===== config.mk =====
export PLATFORM = sky130hd
export DESIGN_NAME = vx_stream_credit_tx
export DESIGN_NICKNAME = d
export VERILOG_FILES = /design/src/rtl/vx_stream_credit_tx_pkg.sv /design/src/rtl/vx_stream_credit_tx_credit_counter.sv /design/src/rtl/vx_stream_credit_tx.sv
export SDC_FILE = /design/constraint.sdc
export NUM_CORES = 1
export LEC_CHECK = 0
export CAP_MARGIN = 20
export CORE_AREA = 2 2 39 41
export CTS_BUF_LIST = sky130_fd_sc_hd__clkbuf_4 sky130_fd_sc_hd__clkbuf_8
export CTS_CLUSTER_DIAMETER = 200
export DETAILED_ROUTE_END_ITERATION = 6
export DIE_AREA = 0 0 41 43
export GPL_TIMING_DRIVEN = 0
export PLACE_DENSITY = 0.58
export SYNTH_ARGS = -nofsm -noshare
export SYNTH_HDL_FRONTEND = slang
export SYNTH_SLANG_ARGS = --single-unit

===== constraint.sdc =====
create_clock -name clk -period 4.8 [get_ports clk]
set_input_delay 0.96 -clock clk [delete_from_list [all_inputs] [get_ports clk]]
set_output_delay 0.96 -clock clk [all_outputs]
set_load 0.01 [all_outputs]

===== src/rtl/vx_stream_credit_tx_pkg.sv =====
// ---------------------------------------------------------------------------
// vx_stream_credit_tx_pkg
// Shared types and width helpers for the credit-based stream transmitter and
// its credit counter.
//   link_state_e : externally visible link state (credits available / stalled)
//   count_width  : bits needed to hold a count in 0..max_count
//   sum_width    : bits needed for count - 1 + incr without wrapping
// ---------------------------------------------------------------------------
package vx_stream_credit_tx_pkg;

  typedef enum logic {
    ST_HAS_CREDIT = 1'b0,
    ST_STALLED    = 1'b1
  } link_state_e;

  function automatic int count_width(input int max_count);
    return $clog2(max_count + 1);
  endfunction

  // One extra bit over the wider operand so an over-return from the receiver
  // is always visible as a value above the maximum rather than wrapping.
  function automatic int sum_width(input int cw, input int inc_w);
    return ((cw > inc_w) ? cw : inc_w) + 1;
  endfunction

endpackage


===== src/rtl/vx_stream_credit_tx_credit_counter.sv =====
// ---------------------------------------------------------------------------
// vx_credit_counter
// Saturating credit counter. Resets to MAX, subtracts one on decr_i and adds
// incr_i every cycle. A result above MAX is a receiver protocol error: the
// count is clamped to MAX and a simulation assertion reports it.
// Reusable by receive-side credit generators.
//   clk_i, rst_ni : clock, asynchronous active-low reset
//   decr_i        : consume one credit this cycle
//   incr_i        : credits returned this cycle (0 = none)
//   count_o       : registered credit count
//   nonzero_o     : count_o != 0 (registered count only)
//   full_o        : count_o == MAX
// ---------------------------------------------------------------------------
module vx_credit_counter
  import vx_stream_credit_tx_pkg::*;
#(
  parameter int MAX   = 4,
  parameter int INC_W = 1,
  localparam int CW   = count_width(MAX)
) (
  input  logic             clk_i,
  input  logic             rst_ni,
  input  logic             decr_i,
  input  logic [INC_W-1:0] incr_i,
  output logic [CW-1:0]    count_o,
  output logic             nonzero_o,
  output logic             full_o
);

  localparam int SW = sum_width(CW, INC_W);

  logic [CW-1:0] count_q;
  logic [CW-1:0] count_d;
  logic [SW-1:0] sum;
  logic          overflow;

  always_comb begin
    sum      = SW'(count_q) - SW'(decr_i) + SW'(incr_i);
    overflow = (sum > SW'(MAX));
    count_d  = overflow ? CW'(MAX) : sum[CW-1:0];
  end

  always_ff @(posedge clk_i or negedge rst_ni) begin
    if (!rst_ni) begin
      count_q <= CW'(MAX);
    end else begin
      count_q <= count_d;
    end
  end

  assign count_o   = count_q;
  assign nonzero_o = (count_q != '0);
  assign full_o    = (count_q == CW'(MAX));

  // Receiver returned more credits than were outstanding. Reported as a
  // warning so the clamped behaviour can still be observed afterwards.
  always @(posedge clk_i) begin
    if (rst_ni) begin
      assert (!overflow)
        else $warning("vx_credit_counter: credit return above MAX, count clamped");
    end
  end

endmodule


===== src/rtl/vx_stream_credit_tx.sv =====
// ---------------------------------------------------------------------------
// vx_stream_credit_tx
// Transmit end of a credit-based stream link. Turns a local valid/ready
// stream into a valid-only link stream; the far-end receive buffer
// (CREDITS entries) hands credits back on credit_ret, so no ready signal ever
// crosses the link.
//
// Handshake: a beat transfers on a rising clk edge where valid_in && ready_in.
// ready_in depends only on the registered credit count (never on credit_ret
// or valid_in); valid_in may depend on ready_in. The link side has no
// backpressure: every valid_out cycle is exactly one beat.
//
// Ports:
//   clk, reset (async active-low)
//   valid_in / ready_in / data_in : producer stream
//   valid_out / data_out          : link stream (one pulse per beat)
//   credit_ret                    : credits returned this cycle
//   credits                       : current credit count
//   idle                          : all credits home and nothing held
//   state_o                       : link state, 1 = STALLED, 0 = HAS_CREDIT
// ---------------------------------------------------------------------------
module vx_stream_credit_tx
  import vx_stream_credit_tx_pkg::*;
#(
  parameter int DATAW   = 1,
  parameter int CREDITS = 4,
  parameter int RET_W   = 1,
  parameter int OUT_REG = 1,
  localparam int CW     = count_width(CREDITS)
) (
  input  logic             clk,
  input  logic             reset,
  input  logic             valid_in,
  output logic             ready_in,
  input  logic [DATAW-1:0] data_in,
  output logic             valid_out,
  output logic [DATAW-1:0] data_out,
  input  logic [RET_W-1:0] credit_ret,
  output logic [CW-1:0]    credits,
  output logic             idle,
  output logic             state_o
);

  logic        send;
  logic        cnt_nonzero;
  logic        cnt_full;
  link_state_e link_state;

  // The credit is consumed at the send edge, not when the beat leaves the
  // output register, so the count never lags what is already in flight.
  vx_credit_counter #(
    .MAX   (CREDITS),
    .INC_W (RET_W)
  ) u_credit_counter (
    .clk_i     (clk),
    .rst_ni    (reset),
    .decr_i    (send),
    .incr_i    (credit_ret),
    .count_o   (credits),
    .nonzero_o (cnt_nonzero),
    .full_o    (cnt_full)
  );

  assign ready_in = cnt_nonzero;
  assign send     = valid_in && ready_in;

  // HAS_CREDIT / STALLED is fully determined by the count; no extra state.
  assign link_state = cnt_nonzero ? ST_HAS_CREDIT : ST_STALLED;
  assign state_o    = link_state;

  if (OUT_REG != 0) begin : g_out_reg
    logic             valid_q;
    logic             valid_d;
    logic [DATAW-1:0] data_q;
    logic [DATAW-1:0] data_d;

    always_comb begin
      valid_d = send;
      data_d  = data_in;
    end

    always_ff @(posedge clk or negedge reset) begin
      if (!reset) begin
        valid_q <= 1'b0;
      end else begin
        valid_q <= valid_d;
      end
    end

    // Payload is qualified by valid_out, so it needs no reset.
    always_ff @(posedge clk) begin
      if (send) begin
        data_q <= data_d;
      end
    end

    assign valid_out = valid_q;
    assign data_out  = data_q;
    assign idle      = cnt_full && !valid_q;
  end else begin : g_out_comb
    assign valid_out = send;
    assign data_out  = data_in;
    assign idle      = cnt_full;
  end

endmodule

== After elaboration in Yosys (flattened, before gate mapping) ==
Index checks and enable logic that the tools add are counted.
Operators by class
  $add $sub $neg: 2
  $mul: 0
  divide/modulo/power cells: 0
  magnitude comparators: 1
  eq/ne operators: 1
  shift-type cells: 0
  mux-type cells: 2
  bitwise gates (word level): 0
  reduce and logical (&&, ||, !) cells: 4
Operators by type and width (count)
  adder 4 x 1 -> 4 bit: 1
  > comparator 4 x 3 -> 1 bit (second input constant): 1
  subtractor 3 x 1 -> 4 bit: 1
  equality test 3 bit (second input constant): 1
  two-way mux 3 bit: 1
  nonzero test 3 bit: 1
  logical AND 1 bit: 2
  zero test 1 bit: 1
  two-way mux 1 bit: 1
Word-level totals
  register bits: 5
  bits in latches: 0
  RAM bits: 0
  memory bits (read-only): 0
  output and inout port bits: 8
  word-level logic and storage cells: 13
  memories: 0

== Logic depth before layout (Yosys ltp) ==
Gate-level depths: netlist of the first run.
  depth after elaboration: 6
  mapped depth: 12
  gate-level depth less buffers: 12

== Hierarchy ==
From an unflattened synthesis of the first run, not the netlist that was laid out.
Unflattened totals
  cell total of the unflattened synthesis: 30
  area total of the unflattened synthesis: 332.8 µm²
Modules (own cells, without submodules)
  vx_credit_counter: times used 1, cells an instance 25, area each 254.0 µm², sequential area each 76.3 µm²
  vx_stream_credit_tx: times used 1, cells an instance 5, area each 78.8 µm², sequential area each 55.1 µm²

== Worst setup path before layout of the first run ==
Ideal clock, no wire load.
  path kind: input port to flip-flop
  start point: input port valid_in
  end point: register u_credit_counter.count_q[1] (netlist: u_credit_counter.count_o[1])
  arrival: 2.608 ns
  setup slack: 2.127 ns
  cell stages on the path: 9
  path buffers: 0
  cell sequence: nor2b_1 > ha_1 > inv_1 > ha_1 > inv_1 > fa_1 > xnor2_1 > nor4b_2 > o21ba_1
On the way
  cells in the longest elaborated chain, start to end: 5
Ends and longest elaborated chain
  start, declared: RTL line vx_stream_credit_tx.sv:33  | input logic valid_in,
  logical AND 1 bit *: RTL line vx_stream_credit_tx.sv:65  | assign send = valid_in && ready_in;
  subtractor 3 x 1 -> 4 bit *: RTL line vx_stream_credit_tx_credit_counter.sv:38  | sum = SW'(count_q) - SW'(decr_i) + SW'(incr_i);
  adder 4 x 1 -> 4 bit *: RTL line vx_stream_credit_tx_credit_counter.sv:38
  > comparator 4 x 3 -> 1 bit: RTL line vx_stream_credit_tx_credit_counter.sv:39  | overflow = (sum > SW'(MAX));
  two-way mux 3 bit *: RTL line vx_stream_credit_tx_credit_counter.sv:40  | count_d = overflow ? CW'(MAX) : sum[CW-1:0];
  net u_credit_counter.count_d[1]: RTL line vx_stream_credit_tx_credit_counter.sv:33  | logic [CW-1:0] count_d;
  end signal, assigned: RTL line vx_stream_credit_tx_credit_counter.sv:45  | count_q <= CW'(MAX);
  end signal, assigned: RTL line vx_stream_credit_tx_credit_counter.sv:47  | count_q <= count_d;
  end, declared: RTL line vx_stream_credit_tx_credit_counter.sv:32  | logic [CW-1:0] count_q;
The timed path passes the listed nets; every way through them passes the cells marked *.
A chain may end at the register's enable or synchronous reset.

== Worst setup path after layout of the first run ==
  start point: input port valid_in
  end point: register u_credit_counter.count_q[1] (netlist: u_credit_counter.count_o[1])
On the way
  cells in the longest elaborated chain, start to end: 5
Ends and longest elaborated chain
  logical AND 1 bit *: RTL line vx_stream_credit_tx.sv:65
  net g_out_reg.valid_d: RTL line vx_stream_credit_tx.sv:73  | logic valid_d;
  subtractor 3 x 1 -> 4 bit *: RTL line vx_stream_credit_tx_credit_counter.sv:38
  adder 4 x 1 -> 4 bit *: RTL line vx_stream_credit_tx_credit_counter.sv:38
  > comparator 4 x 3 -> 1 bit: RTL line vx_stream_credit_tx_credit_counter.sv:39
  two-way mux 3 bit *: RTL line vx_stream_credit_tx_credit_counter.sv:40
  net u_credit_counter.count_d[1]: RTL line vx_stream_credit_tx_credit_counter.sv:33
Marks and branches as above.

==> results of run 1 <==
## final cells by class
type                       instances  area (um2)  share of cell area (%)
inverter                           7        26.3                    5.36
timing repair buffer              12         120                    24.5
multi-input combinational         17         163                    33.2
sequential                         5         131                    26.8
tap                               16        20.0                    4.08
clock buffer                       4        30.0                    6.12
## per-layer routing
metal | share of wire [%] | routed length [um]
met5 | 0 | 0
met4 | 0 | 0
met3 | 2.4 | 14
met2 | 56 | 322
met1 | 42 | 240
## path summary, 6_finish.rpt
path	start	end	slack (ns)
max in group asynchronous	reset	u_credit_counter.count_o[2]	3.65
min in group asynchronous	reset	valid_out	0.92
setup / recovery	valid_in	u_credit_counter.count_o[1]	1.71
setup reg to reg	u_credit_counter.count_o[2]	u_credit_counter.count_o[1]	2.10
hold / removal	u_credit_counter.count_o[2]	u_credit_counter.count_o[2]	0.66
hold reg to reg	u_credit_counter.count_o[2]	u_credit_counter.count_o[2]	0.66
## registers in the layout (all words and copies together), names as in the netlist
signal and cells:
data_out 1, valid_out 1, u_credit_counter.count_o 3
## cell families after synthesis
kind of cell	Yosys count	share of synthesized area, %
buffers and inverters	7	8.20
and+or+nand+nor	7	15.2
adders and majority gates	5	21.9
DFF	5	41.0
AOI/OAI and AO/OA	4	10.9
xor gates and xnor gates	1	2.73
## report_power, final
part | switching (W) | internal [W]
combinational | 0.0000778 | 0.0000863
sequential | 0.00000848 | 0.0000589
clock | 0.0000160 | 0.0000370
## worst max-delay path: cells and delay by family
| kind | cells | cell delay [ns] |
|---|---|---|
| buffers and inverters | 3 | 0.56 |
| adders and majority gates | 3 | 0.83 |
| and+or+nand+nor | 2 | 0.59 |
| xor gates and xnor gates | 1 | 0.17 |
| AOI/OAI and AO/OA | 1 | 0.16 |
## synthesized netlist by cell type, drive strengths merged
library cell  n
dfstp         1
a21oi         1
fa            1
o21a          1
o21ba         1
dfrtp         3
nor2          1
a211oi        1
edfxtp        1
nand3         2
inv           7
ha            4
xnor2         1
nor4b         1
nor4          1
and3          1
nor2b         1
## per-stage QoR
step | area, um2 | power, W
6_report | 490 | 0.000284
5_1_grt | 490 | 0.000314
4_1_cts | 490 | 0.000291
3_5_place_dp | 460 | 0.000235
3_3_place_gp | 460 | 0.000234
2_1_floorplan | 320 | 0.000168
==> reports/summary.txt, run 1 <==
Die Area -> 1760 um2
DIE WIDTH -> 41 um
Number of I/O pins -> 13
Total negative slack -> 0 ns
Util after Layout -> 35.4%
Vias in the first global route -> 244
ANT nets after route -> 0
TritonCTS Buffers -> 3
Clock transition at path regs -> 0.04 ns
Pin count of the biggest net entering global routing -> 6
Cells after Synth -> 29
Area grow syn2layout -> 53.1%
Pre-Repair DR Iteration Count -> 2
Wire per inst -> 9.46 um
Placer congestion estimate -> 0.678
Clock tree buffer depth -> 2
Initial antenna violation count -> 0
Slack of the critical path -> 1.71 ns
Slew at the pin with the worst max-slew slack -> 0.295 ns
Yosys reg bits -> 5
DR iter-0 viols -> 1
Worst hold margin -> 0.658 ns
Layout cells sized above 1 -> 17.8%
Final hold viol count -> 0
GR Util met1 -> 11.3%
WP data arrival -> 3.26 ns
Yosys warns -> 0
Nets -> 56
Synth area leaders -> dfrtp_1 23%, ha_1 16%, edfxtp_1 9.4%
Post-CTS setup buffer count -> 0
Fillcell total -> 145
Final Critical Period -> 3.09 ns
Final std cells w/o fill -> 61
Port Buffers -> 12
IR Drop Worst-Case VDD -> 0.230 mV
Final slew viol count -> 0
Register area share after synthesis -> 41.0%
WP data required -> 4.97 ns
Met2 usage -> 12.5%
H-tree levels -> 1
Critical Path Sink Type -> flip-flop
Part of the cycle the worst path needs -> 64.4%
Netlist Area Pre-Place -> 320 um2
Most frequent cells in the layout -> 12 x clkdlybuf4s50_1, 7 x inv_1, 4 x ha_1, 4 x clkbuf_4, 3 x dfrtp_1
RSZ-0062 raised after global routing -> false
Fmax achieved -> 0.324 GHz
Worst hold path type -> reg -> reg
Diode count -> 0
PwrDens -> 580 nW/um2
Synth top area share -> 23.4%
Die height -> 43 um
# rows -> 14
Final clock skew -> 0.000215 ns
CP peak stage delay -> 0.44 ns
Status -> finished clean
Place WS -> 1.42 ns
DR vias -> 259
First-pass GRT wire length -> 1010 um
R2R cell count -> 12
Hold buffer count at CTS -> 0
Startpoint types -> primary input
Core area -> 1380 um2
Syn avg cell area -> 11.0 um2
# clock sinks -> 5
Hold Path Cell Cnt -> 2
GRT Residual Overflow -> 0
Post-synth cell types -> 17
Post-CTS Resized -> 0
Root buf cell -> clkbuf_4
CP Class -> in -> reg
Most common cell after layout, fill and taps aside -> clkdlybuf4s50_1
DRT Wirelength -> 577 um
Gr busiest metal -> met2
Net count after synthesis -> 39
GRT Overall Usage -> 9.33%
MaxCap Viol Count -> 0
Worst relative slew slack -> 80.3%
Max FO, Critical Path -> 3
Met3 Usage GRT -> 3.14%
Placed insts -> 57
Critical-path cell list -> clkdlybuf4s50_1 -> nor2b_1 -> ha_1 -> inv_1 -> ha_1 -> inv_1 -> fa_1 -> xnor2_1 -> nor4b_2 -> o21ba_1
CTS tree -> done
Drt drc -> 0
Largest area contributor in the synthesized netlist -> dfrtp_1
Clk_lat worst skew -> 0.24 ns
Vias per cell -> 4.25
Starting Density -> 23.1%
Crit path max-delay cell type -> clkdlybuf4s50_1
Final setup fails -> 0
P_leak -> 0.228 nW
Note: power is estimated with default switching activity, not from simulation.
==> run 2: changes to the inputs <==
clock period = 3.1 ns   (was 4.8 ns; I/O delays follow)
==> results of run 2 <==
The final DEF is identical to that of run 1. Status: finished clean.
Main changes from that run: setup slack after placement 1.42 ns -> 0.0621 ns; setup slack after layout 1.71 ns -> 0.350 ns; hold slack 0.658 ns -> 0.578 ns; register-to-register setup slack 2.10 ns -> 0.40 ns; total power 0.000284 W -> 0.000441 W; worst IR drop on VDD 0.230 mV -> 0.357 mV
==> run 3: changes to the inputs <==
CAP_MARGIN = unset   (was 20)
==> results of run 3 <==
The final DEF is identical to that of run 1. Status: finished clean.
Main changes from that run: setup slack after placement 1.42 ns -> 0.0621 ns; setup slack after layout 1.71 ns -> 0.350 ns; hold slack 0.658 ns -> 0.578 ns; register-to-register setup slack 2.10 ns -> 0.40 ns; total power 0.000284 W -> 0.000441 W; worst IR drop on VDD 0.230 mV -> 0.357 mV
